**config.mk**
```make
export PLATFORM = sky130hd
export DESIGN_NAME = mc_ctrl
export DESIGN_NICKNAME = d
export VERILOG_FILES = /design/src/rtl/mc_ctrl.sv
export SDC_FILE = /design/constraint.sdc
export NUM_CORES = 1
export LEC_CHECK = 0
export ABC_AREA = 0
export BUFFER_PORTS_ARGS = -buffer_cell sky130_fd_sc_hd__buf_2
export CAP_MARGIN = 20
export CORE_ASPECT_RATIO = 0.7
export CORE_MARGIN = 3
export CORE_UTILIZATION = 25
export DETAILED_ROUTE_END_ITERATION = 7
export PLACE_DENSITY = 0.52
export SYNTH_ARGS = -nofsm -noshare
export SYNTH_HDL_FRONTEND = slang
export SYNTH_SLANG_ARGS = --single-unit
```
**constraint.sdc**
```tcl
create_clock -name clk -period 2.5 [get_ports clk]
set_input_delay 0.25 -clock clk [delete_from_list [all_inputs] [get_ports clk]]
set_output_delay 0.25 -clock clk [all_outputs]
set_load 0.05 [all_outputs]
```
**src/rtl/mc_ctrl.sv**
```systemverilog
// Multi-cycle MIPS main control FSM with memory-ready stalls, trap on illegal op or memory timeout,
// and a retired-instruction counter. Define MC_CTRL_IMM_OPS_EN to add ADDI (IMM_EX/IMM_WB states).
module mc_ctrl #(
  parameter int MEM_TIMEOUT = 15,
  parameter int CNT_WIDTH   = 32
) (
  input  logic                 clk,
  input  logic                 rst,
  input  logic [5:0]           op,
  input  logic                 mem_ready,
  output logic                 PCWrite,
  output logic                 PCWriteCond,
  output logic                 IorD,
  output logic                 MemRead,
  output logic                 MemWrite,
  output logic                 IRWrite,
  output logic                 MemtoReg,
  output logic                 RegDst,
  output logic                 RegWrite,
  output logic                 ALUSrcA,
  output logic [1:0]           ALUSrcB,
  output logic [1:0]           ALUOp,
  output logic [1:0]           PCSource,
  output logic [3:0]           state,
  output logic                 trap,
  output logic [CNT_WIDTH-1:0] retired
);

  typedef enum logic [3:0] {
    S_FETCH    = 4'd0,
    S_DECODE   = 4'd1,
    S_MEM_ADDR = 4'd2,
    S_MEM_RD   = 4'd3,
    S_MEM_WB   = 4'd4,
    S_MEM_WR   = 4'd5,
    S_EXEC_R   = 4'd6,
    S_R_WB     = 4'd7,
    S_BRANCH   = 4'd8,
    S_JUMP     = 4'd9,
    S_IMM_EX   = 4'd10,
    S_IMM_WB   = 4'd11,
    S_TRAP     = 4'd15
  } state_t;

  localparam logic [5:0] OP_RTYPE = 6'b000000;
  localparam logic [5:0] OP_LW    = 6'b100011;
  localparam logic [5:0] OP_SW    = 6'b101011;
  localparam logic [5:0] OP_BEQ   = 6'b000100;
  localparam logic [5:0] OP_J     = 6'b000010;
`ifdef MC_CTRL_IMM_OPS_EN
  localparam logic [5:0] OP_ADDI  = 6'b001000;
`endif

  state_t               state_q, state_d;
  logic [7:0]           wait_q;
  logic                 is_sw_q;
  logic                 trap_q;
  logic [CNT_WIDTH-1:0] retired_q;
  logic                 mem_state;
  logic                 stall_expire;
  logic                 retire;

  assign mem_state    = (state_q == S_FETCH) || (state_q == S_MEM_RD) || (state_q == S_MEM_WR);
  // Last permitted stall cycle: one more cycle without ready means the access has timed out.
  assign stall_expire = mem_state && !mem_ready && (wait_q == 8'(MEM_TIMEOUT - 1));
  assign retire       = (state_d == S_FETCH) &&
                        (state_q inside {S_MEM_WB, S_MEM_WR, S_R_WB, S_BRANCH, S_JUMP, S_IMM_WB});

  assign state   = state_q;
  assign trap    = trap_q;
  assign retired = retired_q;

  // NOTE: sequential state uses non-blocking assignments so every register samples pre-edge values.
  always_ff @(posedge clk) begin
    if (rst) begin
      state_q   <= S_FETCH;
      wait_q    <= '0;
      is_sw_q   <= 1'b0;
      trap_q    <= 1'b0;
      retired_q <= '0;
    end else begin
      state_q <= state_d;
      if (state_d != state_q || mem_ready)
        wait_q <= '0;
      else if (mem_state)
        wait_q <= wait_q + 8'd1;
      if (state_q == S_DECODE)
        is_sw_q <= (op == OP_SW);
      if (state_d == S_TRAP)
        trap_q <= 1'b1;
      if (retire)
        retired_q <= retired_q + CNT_WIDTH'(1);
    end
  end

  // NOTE: state_d gets a default before the case so no path leaves it unassigned (no latch).
  always_comb begin
    state_d = state_q;
    case (state_q)
      S_FETCH:    if (mem_ready) state_d = S_DECODE;
      S_DECODE: begin
        case (op)
          OP_RTYPE:     state_d = S_EXEC_R;
          OP_LW, OP_SW: state_d = S_MEM_ADDR;
          OP_BEQ:       state_d = S_BRANCH;
          OP_J:         state_d = S_JUMP;
`ifdef MC_CTRL_IMM_OPS_EN
          OP_ADDI:      state_d = S_IMM_EX;
`endif
          default:      state_d = S_TRAP;
        endcase
      end
      S_MEM_ADDR: state_d = is_sw_q ? S_MEM_WR : S_MEM_RD;
      S_MEM_RD:   if (mem_ready) state_d = S_MEM_WB;
      S_MEM_WB:   state_d = S_FETCH;
      S_MEM_WR:   if (mem_ready) state_d = S_FETCH;
      S_EXEC_R:   state_d = S_R_WB;
      S_R_WB:     state_d = S_FETCH;
      S_BRANCH:   state_d = S_FETCH;
      S_JUMP:     state_d = S_FETCH;
`ifdef MC_CTRL_IMM_OPS_EN
      S_IMM_EX:   state_d = S_IMM_WB;
      S_IMM_WB:   state_d = S_FETCH;
`endif
      default:    state_d = S_TRAP;
    endcase
    if (stall_expire)
      state_d = S_TRAP;
  end

  always_comb begin
    PCWrite     = 1'b0;
    PCWriteCond = 1'b0;
    IorD        = 1'b0;
    MemRead     = 1'b0;
    MemWrite    = 1'b0;
    IRWrite     = 1'b0;
    MemtoReg    = 1'b0;
    RegDst      = 1'b0;
    RegWrite    = 1'b0;
    ALUSrcA     = 1'b0;
    ALUSrcB     = 2'b00;
    ALUOp       = 2'b00;
    PCSource    = 2'b00;
    if (!rst) begin
      case (state_q)
        S_FETCH: begin
          MemRead = 1'b1;
          ALUSrcB = 2'b01;
          IRWrite = mem_ready;
          PCWrite = mem_ready;
        end
        S_DECODE:   ALUSrcB = 2'b11;
        S_MEM_ADDR: begin
          ALUSrcA = 1'b1;
          ALUSrcB = 2'b10;
        end
        S_MEM_RD: begin
          MemRead = 1'b1;
          IorD    = 1'b1;
        end
        S_MEM_WB: begin
          RegWrite = 1'b1;
          MemtoReg = 1'b1;
        end
        S_MEM_WR: begin
          MemWrite = 1'b1;
          IorD     = 1'b1;
        end
        S_EXEC_R: begin
          ALUSrcA = 1'b1;
          ALUOp   = 2'b10;
        end
        S_R_WB: begin
          RegWrite = 1'b1;
          RegDst   = 1'b1;
        end
        S_BRANCH: begin
          ALUSrcA     = 1'b1;
          ALUOp       = 2'b01;
          PCWriteCond = 1'b1;
          PCSource    = 2'b01;
        end
        S_JUMP: begin
          PCWrite  = 1'b1;
          PCSource = 2'b10;
        end
`ifdef MC_CTRL_IMM_OPS_EN
        S_IMM_EX: begin
          ALUSrcA = 1'b1;
          ALUSrcB = 2'b10;
        end
        S_IMM_WB:   RegWrite = 1'b1;
`endif
        default: ;
      endcase
    end
  end

endmodule

```
Word level (Yosys, flattened, before mapping)

Index checks and enable logic that the tools add are counted.

Input port bits: 9
Register bits after elaboration: 46

Mux-type cells: 33
Reduce and logical (&&, ||, !) cells: 18
Equal/unequal tests: 17
Add/subtract/negate cells: 2

Operators by type and width:

| operator              | number |
|---|---|
| $add 32x1->32 const B | 1 |
| $pmux 4 s7            | 1 |
| $mux 1                | 19 |
| $eq 4x3->1 const B    | 4 |
| $eq 4x4->1 const B    | 4 |
| $mux 4                | 4 |
| $pmux 4 s4            | 1 |
| $eq 6x6->1 const B    | 2 |
| $reduce_or 2->1       | 5 |
| $add 8x1->8 const B   | 1 |
| $eq 4x2->1 const B    | 2 |
| $eq 8x4->1 const B    | 1 |
| $logic_not 4->1       | 2 |
| $pmux 2 s2            | 2 |
| $eq 6x2->1 const B    | 1 |
| $eq 6x3->1 const B    | 1 |
| $logic_not 6->1       | 1 |
| $mux 2                | 3 |
| $pmux 2 s3            | 1 |
| $reduce_bool 6->1     | 1 |
| $eq 4x1->1 const B    | 1 |
| $ne 4x4->1            | 1 |
| $reduce_or 4->1       | 1 |
| $logic_and 1x1->1     | 3 |
| other kinds (5)       | 7 |

Depth between registers and ports, before layout

Gate-level depths: netlist of the first run.

Depth in word-level cells: 9
Depth in mapped cells: 10

Least setup slack after synthesis of the first run

OpenSTA, ideal clock, no wires.

Kind: register to output
From: reg state_q[3], in the netlist state[3]
To: out PCWrite
Cell stages (with the launch flop): 6
Path slack: -1.262 ns
Arrival time: 3.512 ns
Path buffers: 2
Cells stage by stage: dfxtp_1 > buf_2 > clkbuf_1 > or3_1 > nor4b_1 > or2_2

Longest elaborated chain between the ends: 3
Elaborated cells on any way between the ends: 4

Ends and longest elaborated chain:

| what                                                 | line | text |
|---|---|---|
| from (decl)                                          | 54   | `state_t state_q, state_d;` |
| from (signal assigned)                               | 82   | `state_q <= state_d;` |
| $eq 4x4->1 / $logic_not 4->1 (equally long branches) | 146  | `case (state_q)` |
| $pmux 1 s2 (*)                                       | 146  |  |
| $mux 1 (*)                                           | 145  | `if (!rst) begin` |
| to (decl)                                            | 11   | `output logic PCWrite,` |

Every way passes the cells marked *; elsewhere a longest branch is shown, timed or not.

Final worst setup path of the first run

From: reg wait_q[1]
To: reg wait_q[4]

Longest elaborated chain between the ends: 6
Elaborated cells on any way between the ends: 7

Ends and longest elaborated chain:

| what                      | line | text |
|---|---|---|
| from (decl)               | 55   | `logic [7:0] wait_q;` |
| from (signal assigned)    | 86   | `wait_q <= wait_q + 8'd1;` |
| $eq 8x4->1                | 65   | `assign stall_expire = mem_state && !mem_ready && (wait_q == 8'(MEM_TIMEOUT - 1));` |
| $logic_and 1x1->1         | 65   |  |
| $mux 4                    | 127  | `if (stall_expire)` |
| $ne 4x4->1                | 83   | `if (state_d != state_q \|\| mem_ready)` |
| $logic_or 1x1->1          | 83   |  |
| $reduce_or 2->1 (no line) | --   |  |

Parallel ways exist; a longest one is shown, timed or not.
A chain may end at the register's enable or synchronous reset.

==> results.yml, run 1 <==
cts:
  cts_htree_levels: 2
  clock_tree.buffer_depth: 2
  clk_pin_slew_ns: 0.07
  clock-root-buffer: "clkbuf_16"
  cts.hold.buffers_added: 0
  postCtsSetupBuffers: 0
  cts_num_sinks: 46
  worstSkewPairLatency_ns: 0.28
  number_of_buffers_created_by_cts: 5
  cts_tree: "yes"
  post_cts_resized: 0
logic_synthesis:
  postSynthRegisterBits: 46
  yosys_most_used_dff: "dfxtp_1"
  synth.net_count: 338
  synth-seq-area-share: 0.3326
  post_synth_num_cell_types: 58
  largest_family_of_logic_cells_by_synthesized_area: "simple AND/OR/NAND/NOR gates"
  synthArstFlopShare: 0
  synth_xor_xnor_area_share: 0.1265
  synth_mux_area_frac: 0.008134
  synth.avg_cell_area_um2: 8.494
  synth-edff-count: 0
  synthSimpleGateAreaFrac: 0.3683
  synth_adder_area_share: 0.01356
  syn-cell-area_mm2: 0.002769
  yosys_warnings: 0
  cell_count_after_synthesis: 326
  synth_compound_gate_area_share: 0.09986
die:
  initial_core_util: 0.2625
  core_mm2: 0.01055
  floorplan.rows: 31
  die_h_um: 94.05
  floorplan.die_area_mm2: 0.01239
  die_width_um: 131.8
  io-pin-count: 62
sta:
  max_slew_margin: 0.5870
  maxSlewViolCount: 0
  grt_setup_unrepaired: "no"
  setup-violations-final: 0
  hold_viol_final: 0
  max_freq_mhz: 435.6
  finalWorstPathRequiredPeriod_ns: 2.295
  final.setup_skew_ns: 0.006680
  fin_setup_tns_ns: 0
  worstMarginPinSlew_ns: 0.6195
  post-route-period-util: 0.9182
  hold_worst_slack_ns: 0.2858
layout:
  final_cell_area_mm2: 0.003551
  core_util_final: 0.3366
  multi_input_area_mm2: 0.001778
  final_common_cell: "buf_2"
  layout.nets: 407
  most-common-layout-cells: "buf_2 (61), nor2_1 (58), dfxtp_1 (44)"
  area.sequential_um2: 923.4
  post_route_cells_drive_above_1_share: 0.3308
  insertedDiodeCount: 0
  syn2layout_area_growth_pct: 28.24
  num-fill-cells: 1133
grt:
  grt_antenna_before_repair: 0
  grt_max_degree: 29
  total_grt_overflow: 0
  global_route.usage.total: 0.1161
  global_route_wire_length_before_repair_um: 11960
  first_global_vias: 2246
power:
  power.share.clock: 0.211
  combinational_power_share: 0.540
  power_mw: 3.563
  power_density_mw_per_mm2: 1003
  p_sw_mw: 1.657
  seqPwrFrac: 0.249
  irDropWorstVdd_mv: 0.3742
  cellLeakagePower_nw: 1.348
  p_int_mw: 1.906
  p_sw_frac: 0.4651
critical_path:
  timing.critical_path.arrival_ns: 2.45
  worst-path-max-fanout: 17
  start_kind: "flop"
  critPathMaxStageDelay_ns: 0.48
  cp_cell_sequence: "ha_1 > or4b_1 > nor3_4 > a22o_1 > buf_12 > o211ai_2 > o2111ai_2 > nor2_1"
  kind_of_critical_path: "reg2reg"
  cell_at_the_slowest_stage_of_the_critical_path: "or4b_1"
  worst_path_dominant_cell_family: "simple AND/OR/NAND/NOR gates"
  worst-endpoint-required_ns: 2.66
  cp-end-kind: "flop"
  critical_path_buf_inv_count: 1
job:
  max-cap-violations: 0
detailed_routing:
  routedWlPerCell_um: 13.27
  drt_pre_antenna_iters: 4
  vias_per_cell: 4.540
  totalWireLength_um: 7220
  route.antenna.remaining_nets: 0
  route.detailed.drc: 0
  detailroute.via_count: 2470
  initialDrtViolationCount: 96
placement:
  placed_cell_area_mm2: 0.003373
  hpwl_um: 5546
  rd_place_congestion: 0.8446
  io_buffers: 61
outcome:
  status: "complete, no violations"
worst_hold_path:
  timing.hold.worst.class: "in2reg"
per-layer routing:
| metal | global-route usage | share of wire | vias to the layer above |
|---|---|---|---|
| li1 | - | - | 1275 |
| met1 | 0.1867 | 0.55 | 1125 |
| met2 | 0.1548 | 0.39 | 70 |
| met3 | 0.02784 | 0.054 | 0 |
| met4 | 0.01573 | 0 | 0 |
| met5 | 0 | 0 | - |
state kept, by name, summed over array words and instances (netlist names):
signal,cells
is_sw_q,1
retired,32
state,4
trap,1
wait_q,8
through the flow:
stage,instances,worst slack [ns]
after global placement,536,0.1053
after detailed placement,536,-0.01058
after global routing,544,0.04146
final,544,0.2046
after CTS,544,0.03635
after floorplan,326,-0.4756
cells in the mapped netlist, types with 4 or more instances:
cell type / n / area (um2)
xnor2_1: 24 / 210.2
nand4_1: 12 / 75.07
nor3_2: 9 / 90.09
buf_6: 4 / 45.04
inv_1: 9 / 33.78
or2_2: 5 / 31.28
buf_2: 5 / 25.02
nor4_2: 4 / 50.05
nor2_1: 59 / 221.5
nor4_1: 10 / 62.56
nor3_1: 5 / 25.02
clkbuf_1: 8 / 30.03
dfxtp_1: 46 / 920.9
nand2_1: 20 / 75.07
and3_1: 4 / 25.02
nor2b_1: 4 / 25.02
nand3_1: 15 / 75.07
xor2_1: 16 / 140.1
nand2b_1: 6 / 37.54
a21oi_1: 7 / 35.03
path summary, 6_finish.rpt:
check / slack [ns] / endpoint / cells past startpoint / from
min: 0.29 / is_sw_q / 3 / op[3]
min reg2reg: 0.50 / is_sw_q / 2 / is_sw_q
max: 0.20 / wait_q[4] / 8 / wait_q[1]
max reg2reg: 0.20 / wait_q[4] / 8 / wait_q[1]
final cells by class:
| cell class | count | area share |
|---|---|---|
| clock inverter | 3 | 0.01268 |
| inverter | 9 | 0.009514 |
| sequential | 46 | 0.2600 |
| timing repair buffer | 80 | 0.1297 |
| clock buffer | 5 | 0.03524 |
| multi-input combinational | 253 | 0.5007 |
| tap | 148 | 0.05215 |
cell families (layout without fill, tap and decap cells):
| kind of cell | count (synthesis) | in the layout |
|---|---|---|
| AND/OR/NAND/NOR | 175 | 175 |
| flip-flops | 46 | 46 |
| XOR/XNOR | 40 | 40 |
| AO/OA/AOI/OAI | 33 | 33 |
| buffers and inverters | 27 | 97 |
| adder cells (fa/ha/maj) | 3 | 3 |
| multiplexers | 2 | 2 |
power by group through the flow:
stage / clock network (mW) / registers [mW] / logic [mW]
finish: 0.752 / 0.885 / 1.92
global placement: 0 / 0.900 / 1.92
floorplan: 0 / 0.968 / 1.39
CTS: 0.781 / 0.884 / 1.93
detailed placement: 0 / 0.900 / 1.93
global route: 0.820 / 0.901 / 2.08
tightest hold or removal path, cell delays in order:
cell and delay [ns]:
buf_2 0.12, nand4b_1 0.08, a21oi_1 0.07
(Power assumes the default switching activity.)
==> run 2: changes to the inputs <==
--- a/config.mk
+++ b/config.mk
@@ -13,6 +13,7 @@
 export CORE_UTILIZATION = 25
 export DETAILED_ROUTE_END_ITERATION = 7
 export PLACE_DENSITY = 0.52
+export RECOVER_POWER = 50
 export SYNTH_ARGS = -nofsm -noshare
 export SYNTH_HDL_FRONTEND = slang
 export SYNTH_SLANG_ARGS = --single-unit
==> constraint.sdc (replaced) <==
create_clock -name clk -period 2.74 [get_ports clk]
set_input_delay 0.274 -clock clk [delete_from_list [all_inputs] [get_ports clk]]
set_output_delay 0.274 -clock clk [all_outputs]
set_load 0.05 [all_outputs]
==> run 2 against run 1 <==
Net effect: utilization decreased by 1.6 points; combinational power shrank 19%; clock power down 6.5%; hold slack better by 0.014 ns; wire length grew 1.2%; global-route usage up 0.35 points; critical endpoint is now wait_q[2]; highest routed layer is now met4.
==> results.yml, run 2 (synthesized netlist as in run 1, its figures left out) <==
outcome:
  status: "complete, no violations"
power:
  irDropWorstVdd_mv: 0.3039
  power_mw: 3.102
  power_density_mw_per_mm2: 918.6
  cellLeakagePower_nw: 1.119
cts:
  clock-root-buffer: "clkbuf_16"
  number_of_buffers_created_by_cts: 5
  clock_tree.buffer_depth: 2
  worstSkewPairLatency_ns: 0.29
  clk_pin_slew_ns: 0.06
  cts_tree: "yes"
  cts_htree_levels: 2
  postCtsSetupBuffers: 0
  cts_num_sinks: 46
  post_cts_resized: 0
  cts.hold.buffers_added: 0
die:
  io-pin-count: 62
  floorplan.die_area_mm2: 0.01239
  die_h_um: 94.05
  die_width_um: 131.8
  initial_core_util: 0.2625
  floorplan.rows: 31
  core_mm2: 0.01055
layout:
  final_common_cell: "nor2_1"
  layout.nets: 398
  multi_input_area_mm2: 0.001742
  insertedDiodeCount: 0
  largest_register_ffs: 32
  post_route_cells_drive_above_1_share: 0.1891
  most-common-layout-cells: "nor2_1 (58), dfxtp_1 (46), clkbuf_1 (43)"
  core_util_final: 0.3201
  num-fill-cells: 1132
  area.sequential_um2: 920.9
  syn2layout_area_growth_pct: 21.96
detailed_routing:
  drt_pre_antenna_iters: 4
  route.detailed.drc: 0
  detailroute.via_count: 2482
  route.antenna.remaining_nets: 0
  initialDrtViolationCount: 142
  vias_per_cell: 4.648
  routedWlPerCell_um: 13.68
  totalWireLength_um: 7306
grt:
  grt_max_degree: 34
  global_route.usage.total: 0.1196
  grt_antenna_before_repair: 0
  total_grt_overflow: 0
  global_route_wire_length_before_repair_um: 12150
  first_global_vias: 2316
sta:
  post-route-period-util: 0.8730
  grt_setup_unrepaired: "no"
  max_freq_mhz: 418.1
  fin_setup_tns_ns: 0
  worstMarginPinSlew_ns: 0.6460
  setup-violations-final: 0
  finalWorstPathRequiredPeriod_ns: 2.392
  max_slew_margin: 0.5712
  maxSlewViolCount: 0
  hold_viol_final: 0
  final.setup_skew_ns: 0.006995
job:
  max-cap-violations: 0
critical_path:
  worst_r2r_path_depth: 8
  cp-end-kind: "flop"
  endpoint: "wait_q[2]"
  ff2ff_setup_slack_ns: 0.35
  start_kind: "flop"
  worst-path-max-fanout: 17
  rr_startpoint: "state[0]"
  worst-endpoint-required_ns: 2.90
  critical_path.reg2reg.endpoint: "wait_q[2]"
  timing.critical_path.arrival_ns: 2.55
  kind_of_critical_path: "reg2reg"
  crit_start: "state[0]"
worst_hold_path:
  timing.hold.worst.class: "in2reg"
placement:
  rd_place_congestion: 0.8067
  io_buffers: 61
  hpwl_um: 5595
## run 2: metal layers
metal / up-vias / wire length, um / GRT usage
met2: 70 / 2662 / 0.1518
met4: 0 / 57 / 0.02710
met5: - / 0 / 0
met1: 1147 / 4096 / 0.1895
li1: 1258 / - / -
met3: 7 / 489 / 0.03640
## run 2: cell type report
cell class | count | area share
Clock buffer | 6 | 0.04113
Tap cell | 148 | 0.05484
Timing Repair Buffer | 71 | 0.09670
Multi-Input combinational cell | 253 | 0.5157
Inverter | 9 | 0.01000
Sequential cell | 46 | 0.2727
Clock inverter | 1 | 0.008892
## run 2: metrics by stage
step	instance area (um2)	instances	hold WS, ns	worst slack (ns)
3_3_place_gp	3267	527	0.4741	0.3593
4_1_cts	3436	534	0.2914	0.3667
5_1_grt	3377	534	0.3206	0.1405
2_1_floorplan	2809	326	0.4423	-0.2596
3_5_place_dp	3267	527	0.4721	0.3761
6_report	3377	534	0.3003	0.3480
## run 2: where the power goes
| group | internal [mW] | leakage (nW) | switching (mW) |
|---|---|---|---|
| Sequential | 0.711 | 0.371 | 0.123 |
| Clock | 0.450 | 0.0829 | 0.253 |
| Combinational | 0.482 | 0.665 | 1.08 |
## run 2: worst min-delay path by stage
| stage | from | endpoint | slack (ns) | cells past startpoint |
|---|---|---|---|---|
| finish | op[3] | is_sw_q | 0.30 | 3 |
| floorplan | op[3] | is_sw_q | 0.44 | 2 |
| global route | op[3] | is_sw_q | 0.32 | 3 |
| global placement | is_sw_q | is_sw_q | 0.47 | 2 |
| detailed placement | is_sw_q | is_sw_q | 0.47 | 2 |
| CTS | op[3] | is_sw_q | 0.29 | 3 |
## run 2: worst max-delay path, cell delays in order (launching register included)
cell and delay (ns):
dfxtp_1 0.53, buf_4 0.28, o21ba_2 0.18, a211oi_1 0.38, a22o_1 0.19, buf_4 0.27
o211ai_2 0.13, o2111ai_2 0.19, nor2_1 0.10
